==> config.mk <==
export PLATFORM = sky130hd
export DESIGN_NAME = jt49_seq_flat
export DESIGN_NICKNAME = d
export VERILOG_FILES = /design/src/rtl/jt49_pkg.sv /design/src/rtl/jt49_seq_if.sv /design/src/rtl/jt49_seq_fifo.sv /design/src/rtl/jt49_seq.sv /design/src/flat_wrapper.sv
export SDC_FILE = /design/constraint.sdc
export NUM_CORES = 1
export LEC_CHECK = 0
export BUFFER_PORTS_ARGS = -buffer_cell sky130_fd_sc_hd__buf_4
export CAP_MARGIN = 20
export CORE_ASPECT_RATIO = 1.2
export CORE_MARGIN = 5
export CORE_UTILIZATION = 35
export DETAILED_ROUTE_END_ITERATION = 7
export GPL_TIMING_DRIVEN = 0
export PLACE_DENSITY_LB_ADDON = 0.3
export SLEW_MARGIN = 25
export SYNTH_ARGS = -nofsm -noshare
export SYNTH_HDL_FRONTEND = slang
export SYNTH_SLANG_ARGS = --single-unit
==> constraint.sdc <==
create_clock -name clk -period 7.7 [get_ports clk]
set_clock_uncertainty 0.05 [all_clocks]
set_input_delay 0 -clock clk [delete_from_list [all_inputs] [get_ports clk]]
set_output_delay 0 -clock clk [all_outputs]
set_load 0.01 [all_outputs]
==> src/rtl/jt49_pkg.sv <==
// Shared definitions for the JT49 command sequencer: word layout, FSM encoding
// and a helper that assembles a queued command word.
package jt49_pkg;

  localparam int ADDR_W   = 4;
  localparam int DATA_W   = 8;
  localparam int WORD_W   = 1 + ADDR_W + DATA_W;
  localparam int WAIT_BIT = WORD_W - 1;

  typedef enum logic [1:0] {
    ST_IDLE   = 2'd0,
    ST_STROBE = 2'd1,
    ST_WAIT   = 2'd2
  } seq_state_e;

  // The wait flag is the MSB so the packed word matches {cmd_wait, cmd_addr, cmd_data}.
  typedef struct packed {
    logic              is_wait;
    logic [ADDR_W-1:0] addr;
    logic [DATA_W-1:0] data;
  } cmd_word_t;

  function automatic cmd_word_t pack_cmd(input logic              is_wait,
                                         input logic [ADDR_W-1:0] addr,
                                         input logic [DATA_W-1:0] data);
    cmd_word_t w;
    w.is_wait = is_wait;
    w.addr    = addr;
    w.data    = data;
    return w;
  endfunction

endpackage

==> src/rtl/jt49_seq_if.sv <==
// Command, host and PSG register bus signals of the sequencer. The slave
// modport is the sequencer; the master modport is whatever feeds it.
interface jt49_seq_if #(
  parameter int QW = 3
);
  import jt49_pkg::*;

  logic              cmd_valid;
  logic              cmd_ready;
  logic              cmd_wait;
  logic [ADDR_W-1:0] cmd_addr;
  logic [DATA_W-1:0] cmd_data;

  logic              host_req;
  logic              host_wr;
  logic [ADDR_W-1:0] host_addr;
  logic [DATA_W-1:0] host_din;
  logic              host_gnt;

  logic              psg_cs_n;
  logic              psg_wr_n;
  logic [ADDR_W-1:0] psg_addr;
  logic [DATA_W-1:0] psg_din;

  logic [QW:0]       level;
  logic              idle;

  modport master (
    output cmd_valid, cmd_wait, cmd_addr, cmd_data,
    output host_req, host_wr, host_addr, host_din,
    input  cmd_ready, host_gnt,
    input  psg_cs_n, psg_wr_n, psg_addr, psg_din,
    input  level, idle
  );

  modport slave (
    input  cmd_valid, cmd_wait, cmd_addr, cmd_data,
    input  host_req, host_wr, host_addr, host_din,
    output cmd_ready, host_gnt,
    output psg_cs_n, psg_wr_n, psg_addr, psg_din,
    output level, idle
  );

endinterface

==> src/rtl/jt49_seq_fifo.sv <==
// Command FIFO of 2**QW words. A pushed word is visible the cycle after the
// push; flush empties it synchronously.
module jt49_seq_fifo
  import jt49_pkg::*;
#(
  parameter int QW = 3
) (
  input  logic      clk,
  input  logic      rst_n,
  input  logic      flush_i,
  input  logic      push_i,
  input  cmd_word_t din_i,
  input  logic      pop_i,
  output cmd_word_t dout_o,
  output logic      full_o,
  output logic      empty_o,
  output logic [QW:0] level_o
);

  localparam int DEPTH = 2 ** QW;

  cmd_word_t     mem_q [DEPTH];
  logic [QW-1:0] wr_ptr_q;
  logic [QW-1:0] rd_ptr_q;
  logic [QW:0]   level_q;

  // NOTE: the storage array is deliberately not reset; level and pointers alone
  // decide which entries are valid, so stale contents are never observed.
  always_ff @(posedge clk) begin
    if (push_i) mem_q[wr_ptr_q] <= din_i;
  end

  // NOTE: all state registers use non-blocking assignments so every flop samples
  // pre-edge values, independent of statement order.
  always_ff @(posedge clk or negedge rst_n) begin
    if (!rst_n) begin
      wr_ptr_q <= '0;
      rd_ptr_q <= '0;
      level_q  <= '0;
    end else if (flush_i) begin
      wr_ptr_q <= '0;
      rd_ptr_q <= '0;
      level_q  <= '0;
    end else begin
      if (push_i) wr_ptr_q <= wr_ptr_q + 1'b1;
      if (pop_i)  rd_ptr_q <= rd_ptr_q + 1'b1;
      case ({push_i, pop_i})
        2'b10:   level_q <= level_q + 1'b1;
        2'b01:   level_q <= level_q - 1'b1;
        default: level_q <= level_q;
      endcase
    end
  end

  assign dout_o  = mem_q[rd_ptr_q];
  assign full_o  = (level_q == (QW+1)'(DEPTH));
  assign empty_o = (level_q == '0);
  assign level_o = level_q;

endmodule

==> src/rtl/jt49_seq.sv <==
// PSG register-write sequencer: arbitrates a queued command stream against
// direct host accesses and drives one-cycle strobes on the PSG register bus.
module jt49_seq
  import jt49_pkg::*;
#(
  parameter int QW     = 3,
  parameter int STARVE = 4
) (
  input  logic       clk,
  input  logic       rst_n,
  input  logic       cen,
  input  logic       flush,
  jt49_seq_if.slave  bus
);

  localparam int              SW         = (STARVE < 1) ? 1 : $clog2(STARVE + 1);
  localparam logic [SW-1:0]   STARVE_MAX = SW'(STARVE);

  seq_state_e        state_q, state_d;
  logic [DATA_W-1:0] wait_cnt_q, wait_cnt_d;
  logic [SW-1:0]     host_wins_q, host_wins_d;
  logic              psg_cs_n_q, psg_cs_n_d;
  logic              psg_wr_n_q, psg_wr_n_d;
  logic [ADDR_W-1:0] psg_addr_q, psg_addr_d;
  logic [DATA_W-1:0] psg_din_q, psg_din_d;

  cmd_word_t   head;
  logic        fifo_full, fifo_empty;
  logic [QW:0] fifo_level;
  logic        cmd_ready, push;
  logic        arb_slot, head_ok, starved, host_win, queue_win;

  assign cmd_ready = !fifo_full && !flush;
  assign push      = bus.cmd_valid && cmd_ready;

  jt49_seq_fifo #(.QW(QW)) u_fifo (
    .clk     (clk),
    .rst_n   (rst_n),
    .flush_i (flush),
    .push_i  (push),
    .din_i   (pack_cmd(bus.cmd_wait, bus.cmd_addr, bus.cmd_data)),
    .pop_i   (queue_win),
    .dout_o  (head),
    .full_o  (fifo_full),
    .empty_o (fifo_empty),
    .level_o (fifo_level)
  );

  // A flushing queue never competes, so nothing is popped out of a dying FIFO.
  assign arb_slot  = (state_q == ST_IDLE) && cen;
  assign head_ok   = !fifo_empty && !flush;
  assign starved   = head_ok && (host_wins_q == STARVE_MAX);
  assign host_win  = arb_slot && bus.host_req && !starved;
  assign queue_win = arb_slot && head_ok && !host_win;

  // NOTE: every signal written here gets a default first, so no path can leave
  // one unassigned and infer a latch.
  always_comb begin
    state_d     = state_q;
    wait_cnt_d  = wait_cnt_q;
    psg_cs_n_d  = 1'b1;
    psg_wr_n_d  = 1'b1;
    psg_addr_d  = psg_addr_q;
    psg_din_d   = psg_din_q;
    host_wins_d = host_wins_q;

    case (state_q)
      ST_IDLE: begin
        if (host_win) begin
          psg_cs_n_d = 1'b0;
          psg_wr_n_d = !bus.host_wr;
          psg_addr_d = bus.host_addr;
          psg_din_d  = bus.host_din;
          state_d    = ST_STROBE;
        end else if (queue_win) begin
          if (head.is_wait) begin
            wait_cnt_d = head.data;
            state_d    = ST_WAIT;
          end else begin
            psg_cs_n_d = 1'b0;
            psg_wr_n_d = 1'b0;
            psg_addr_d = head.addr;
            psg_din_d  = head.data;
            state_d    = ST_STROBE;
          end
        end
      end
      ST_STROBE: state_d = ST_IDLE;
      ST_WAIT: begin
        if (flush) begin
          wait_cnt_d = '0;
          state_d    = ST_IDLE;
        end else if (cen) begin
          if (wait_cnt_q == '0) state_d = ST_IDLE;
          else                  wait_cnt_d = wait_cnt_q - 1'b1;
        end
      end
      default: state_d = ST_IDLE;
    endcase

    // Host streak only matters while the queue has something to offer.
    if (flush || fifo_empty)                    host_wins_d = '0;
    else if (host_win && host_wins_q != STARVE_MAX) host_wins_d = host_wins_q + 1'b1;
    else if (queue_win)                         host_wins_d = '0;
  end

  always_ff @(posedge clk or negedge rst_n) begin
    if (!rst_n) begin
      state_q     <= ST_IDLE;
      wait_cnt_q  <= '0;
      host_wins_q <= '0;
      psg_cs_n_q  <= 1'b1;
      psg_wr_n_q  <= 1'b1;
      psg_addr_q  <= '0;
      psg_din_q   <= '0;
    end else begin
      state_q     <= state_d;
      wait_cnt_q  <= wait_cnt_d;
      host_wins_q <= host_wins_d;
      psg_cs_n_q  <= psg_cs_n_d;
      psg_wr_n_q  <= psg_wr_n_d;
      psg_addr_q  <= psg_addr_d;
      psg_din_q   <= psg_din_d;
    end
  end

  assign bus.cmd_ready = cmd_ready;
  assign bus.host_gnt  = host_win;
  assign bus.psg_cs_n  = psg_cs_n_q;
  assign bus.psg_wr_n  = psg_wr_n_q;
  assign bus.psg_addr  = psg_addr_q;
  assign bus.psg_din   = psg_din_q;
  assign bus.level     = fifo_level;
  assign bus.idle      = fifo_empty && (state_q == ST_IDLE) && psg_cs_n_q;

endmodule

==> src/flat_wrapper.sv <==
// flat-port wrapper written by rule: the top's interface ports become plain ports
module jt49_seq_flat import jt49_pkg::*;
#(
  parameter int QW     = 3,
  parameter int STARVE = 4
)
  (clk, rst_n, cen, flush, bus_cmd_valid, bus_cmd_wait, bus_cmd_addr, bus_cmd_data, bus_host_req, bus_host_wr, bus_host_addr, bus_host_din, bus_cmd_ready, bus_host_gnt, bus_psg_cs_n, bus_psg_wr_n, bus_psg_addr, bus_psg_din, bus_level, bus_idle);
  jt49_seq_if #(.QW(QW)) bus_i ();
  input  logic clk;
  input  logic rst_n;
  input  logic cen;
  input  logic flush;
  input wire logic [$bits(bus_i.cmd_valid)-1:0] bus_cmd_valid;
  input wire logic [$bits(bus_i.cmd_wait)-1:0] bus_cmd_wait;
  input wire logic [$bits(bus_i.cmd_addr)-1:0] bus_cmd_addr;
  input wire logic [$bits(bus_i.cmd_data)-1:0] bus_cmd_data;
  input wire logic [$bits(bus_i.host_req)-1:0] bus_host_req;
  input wire logic [$bits(bus_i.host_wr)-1:0] bus_host_wr;
  input wire logic [$bits(bus_i.host_addr)-1:0] bus_host_addr;
  input wire logic [$bits(bus_i.host_din)-1:0] bus_host_din;
  output wire logic [$bits(bus_i.cmd_ready)-1:0] bus_cmd_ready;
  output wire logic [$bits(bus_i.host_gnt)-1:0] bus_host_gnt;
  output wire logic [$bits(bus_i.psg_cs_n)-1:0] bus_psg_cs_n;
  output wire logic [$bits(bus_i.psg_wr_n)-1:0] bus_psg_wr_n;
  output wire logic [$bits(bus_i.psg_addr)-1:0] bus_psg_addr;
  output wire logic [$bits(bus_i.psg_din)-1:0] bus_psg_din;
  output wire logic [$bits(bus_i.level)-1:0] bus_level;
  output wire logic [$bits(bus_i.idle)-1:0] bus_idle;
  assign bus_i.cmd_valid = bus_cmd_valid;
  assign bus_i.cmd_wait = bus_cmd_wait;
  assign bus_i.cmd_addr = bus_cmd_addr;
  assign bus_i.cmd_data = bus_cmd_data;
  assign bus_i.host_req = bus_host_req;
  assign bus_i.host_wr = bus_host_wr;
  assign bus_i.host_addr = bus_host_addr;
  assign bus_i.host_din = bus_host_din;
  assign bus_cmd_ready = bus_i.cmd_ready;
  assign bus_host_gnt = bus_i.host_gnt;
  assign bus_psg_cs_n = bus_i.psg_cs_n;
  assign bus_psg_wr_n = bus_i.psg_wr_n;
  assign bus_psg_addr = bus_i.psg_addr;
  assign bus_psg_din = bus_i.psg_din;
  assign bus_level = bus_i.level;
  assign bus_idle = bus_i.idle;
  jt49_seq #(.QW(QW), .STARVE(STARVE)) u_core (.clk(clk), .rst_n(rst_n), .cen(cen), .flush(flush), .bus(bus_i));
endmodule
==> results.txt <==
EDFF count, synth -> 104
Hold WS -> 20.9 ps
max-slew violations -> 0
PwrDens -> 288 nW/µm²
clk_lat worst skew -> 410 ps
drt drc -> 0
CTS resizes -> 0
Worst VDD drop -> 170 µV
Worst Path Max Fanout -> 8
die height -> 154 µm
Yosys top cell by area -> edfxtp_1
Seq cells post-synth -> 141
Sw Share -> 0.284
WL per Instance -> 18.7 µm
CTS clk-pin slew, worst paths -> 60 ps
syn_nets -> 433
Max Cap Violations -> 0
clock sink total -> 141
vias in the first global route -> 4026
first-pass GRT wire length -> 22.2 mm
Syn Std Cell Area -> 6060 µm²
number of distinct library cells after synthesis -> 54
H-tree depth -> 4
Leakage Power -> 2.81 nW
clk buf depth -> 2
Inserted Diodes -> 0
fin crit period -> 3160 ps
port buffer count -> 52
Tcrit/Tclk final -> 0.410
asr flop ratio synth -> 0.262
status -> finished clean
setup TNS -> 0 ps
share of layout cells above drive strength 1 -> 0.290
Final setup viols -> 0
P&R area growth vs syn -> 27.3%
post-place setup slack -> 4580 ps
Hold Path Class -> input pin to flip-flop
Placeable Area -> 17000 µm²
placed insts -> 674
detailed placement HPWL -> 9.67 mm
share of Yosys cell area claimed by the top area cell type -> 0.515
Slew @ Worst Pin -> 994 ps
P_sw -> 632 µW
cells after synthesis -> 393
root buf cell -> clkbuf_16
critical path type -> flip-flop to flip-flop
Placed Area -> 6860 µm²
Overflow after GRT -> 0
final wirelength -> 13.7 mm
Max Clock Freq -> 317 MHz
initial antenna violation count -> 0
final instance area -> 7720 µm²
starting DRC count in detailed routing -> 318
I/O pins -> 53
fin cells -> 734
Starting Density -> 0.357
Combinational Power Share -> 0.203
Data required, critical path -> 7940 ps
Synth area leaders -> edfxtp_1, dfrtp_1, mux4_2
GRT Util Overall -> 0.145
Clk network pwr share -> 0.358
GPL Wtd Cong -> 0.780
Die Wd -> 130 µm
nets@finish -> 545
PnR worst setup slack -> 4540 ps
CP Capture Type -> flip-flop
post-synthesis sequential area ratio -> 0.668
DRT antenna net count -> 0
Die Area -> 20100 µm²
CTS tree -> done
detailed-route vias per instance -> 5.14
top_reg_cell synth -> edfxtp_1
CP arrival -> 3400 ps
Mapped Avg Cell Area -> 15.4 µm²
number of placement rows -> 52
cts bufs inserted -> 17
startpoint class of the critical path -> flip-flop
largest net degree at the start of global routing -> 38
Pre-Repair DR Iteration Count -> 5
RSZ-0062 raised after global routing -> no
headroom to the max-slew limit -> 0.318
Yosys Warn Count -> 0
Final Hold Fails -> 0
Via Count -> 3771
sequential share of power -> 0.440
cell internal pwr -> 1.59 mW
## power by group through the flow
stage               Clock, mW  Sequential [mW]  Combinational (mW)
finish                  0.796            0.979               0.451
global route            0.849            0.989               0.494
CTS                     0.811            0.977               0.458
detailed placement          0            0.991               0.444
global placement            0            0.987               0.428
floorplan                   0            0.994               0.259
## critical path: stages (launching register included)
cell and delay, ps:
dfrtp_1 490, or4b_2 730, and2_1 160, clkbuf_1 190, nor2_1 200, ha_1 250
a31oi_1 100, or3_1 350, a21boi_0 150, a221o_1 360
## worst paths after layout
path | from | end | slack (ps) | cells after the start
max in group asynchronous | rst_n | u_core.bus.psg_wr_n | 7170 | 2
setup / recovery | u_core.u_fifo.level_o[1] | u_core.u_fifo.level_o[3] | 4540 | 9
hold / removal | bus_host_addr[3] | u_core.bus.psg_addr[3] | 20 | 4
hold reg to reg | u_core.bus.psg_addr[1] | u_core.bus.psg_addr[1] | 460 | 1
min in group asynchronous | rst_n | u_core.u_fifo.level_o[2] | 50 | 2
setup reg to reg | u_core.u_fifo.level_o[1] | u_core.u_fifo.level_o[3] | 4540 | 9
## metal layers
| layer | vias to the layer above | routed length (µm) | GRT usage | share of wire |
|---|---|---|---|---|
| met5 | - | 0 | 0 | 0 |
| met4 | 0 | 201 | 0.0460 | 0.015 |
| met3 | 12 | 529 | 0.0316 | 0.039 |
| met2 | 84 | 7210 | 0.245 | 0.53 |
| met1 | 1915 | 5790 | 0.184 | 0.42 |
| li1 | 1760 | - | - | - |
## synth_stat cells, types with 2 or more instances
cell type  number
and3_1          3
dfstp_2         2
xor2_1          2
nand3_1         2
dfrtp_1        35
nor2_1         32
mux4_2         19
and2_1          2
nor2b_1         7
xnor2_1         7
o21ai_0        13
mux2i_1        18
mux2_4          6
ha_1            8
nor4b_1         2
buf_1           4
clkbuf_1        6
inv_1           9
buf_2           3
a21oi_1         6
a32oi_1         2
a22oi_1         8
or3_1           3
buf_6           2
o22a_1          4
a41oi_1         4
inv_2           2
o22ai_1         4
nor3_1          7
nor3b_1         7
nand2_1        27
a31oi_1         3
edfxtp_1      104
a221o_1         9
nor4_1          2
## layout by cell type (no fill, tap or decap), types with 7 or more instances in the layout
cell	netlist	final
ha_1	8	8
dfrtp_1	35	35
mux4_2	19	19
inv_1	9	9
a221o_1	9	9
dlygate4sd3_1	0	28
buf_4	0	57
nor2_1	32	31
edfxtp_1	104	104
xnor2_1	7	7
clkbuf_16	0	17
nand2_1	27	27
nor2b_1	7	7
buf_2	3	9
o21ai_0	13	13
a22oi_1	8	8
mux2i_1	18	18
## through the flow
stage | total power, mW | utilization
final | 2.23 | 0.454
after global routing | 2.33 | 0.454
after CTS | 2.25 | 0.454
after detailed placement | 1.43 | 0.404
after global placement | 1.41 | 0.396
after floorplan | 1.25 | -
## sequential cells by signal, summed over array words and instances, names as in the netlist
register	cells
u_core.u_fifo.mem_q	104
u_core.bus.psg_din	8
u_core.wait_cnt_q	8
u_core.bus.psg_addr	4
u_core.u_fifo.level_o	4
u_core.host_wins_q	3
u_core.u_fifo.rd_ptr_q	3
u_core.u_fifo.wr_ptr_q	3
u_core.state_q	2
u_core.bus.psg_cs_n	1
u_core.bus.psg_wr_n	1
## logic make-up (layout without fill, tap and decap cells)
kind of cell / after synthesis / count (layout) / synth area share
buffers and inverters: 26 / 151 / 0.0192
AO/OA/AOI/OAI: 62 / 62 / 0.0762
XOR/XNOR: 9 / 9 / 0.0130
adder cells (fa/ha/maj): 8 / 8 / 0.0165
flip-flops: 141 / 141 / 0.668
AND/OR/NAND/NOR: 103 / 103 / 0.0898
multiplexers: 44 / 44 / 0.117
## layout make-up
type / count / area (µm²)
clock inverter: 15 / 154
multi-input combinational: 226 / 1940
clock buffer: 17 / 425
timing repair buffer: 93 / 764
buffer: 15 / 75.1
sequential: 141 / 4050
inverter: 11 / 41.3
tap: 216 / 270
fill: 1442 / 9260
## timing repair
item / CTS / global route
hold buffers: 28 / 0
buffers inserted: 0 / 0
hold endpoints to repair: 154 / 0
Note: power is estimated with default switching activity, not from simulation.
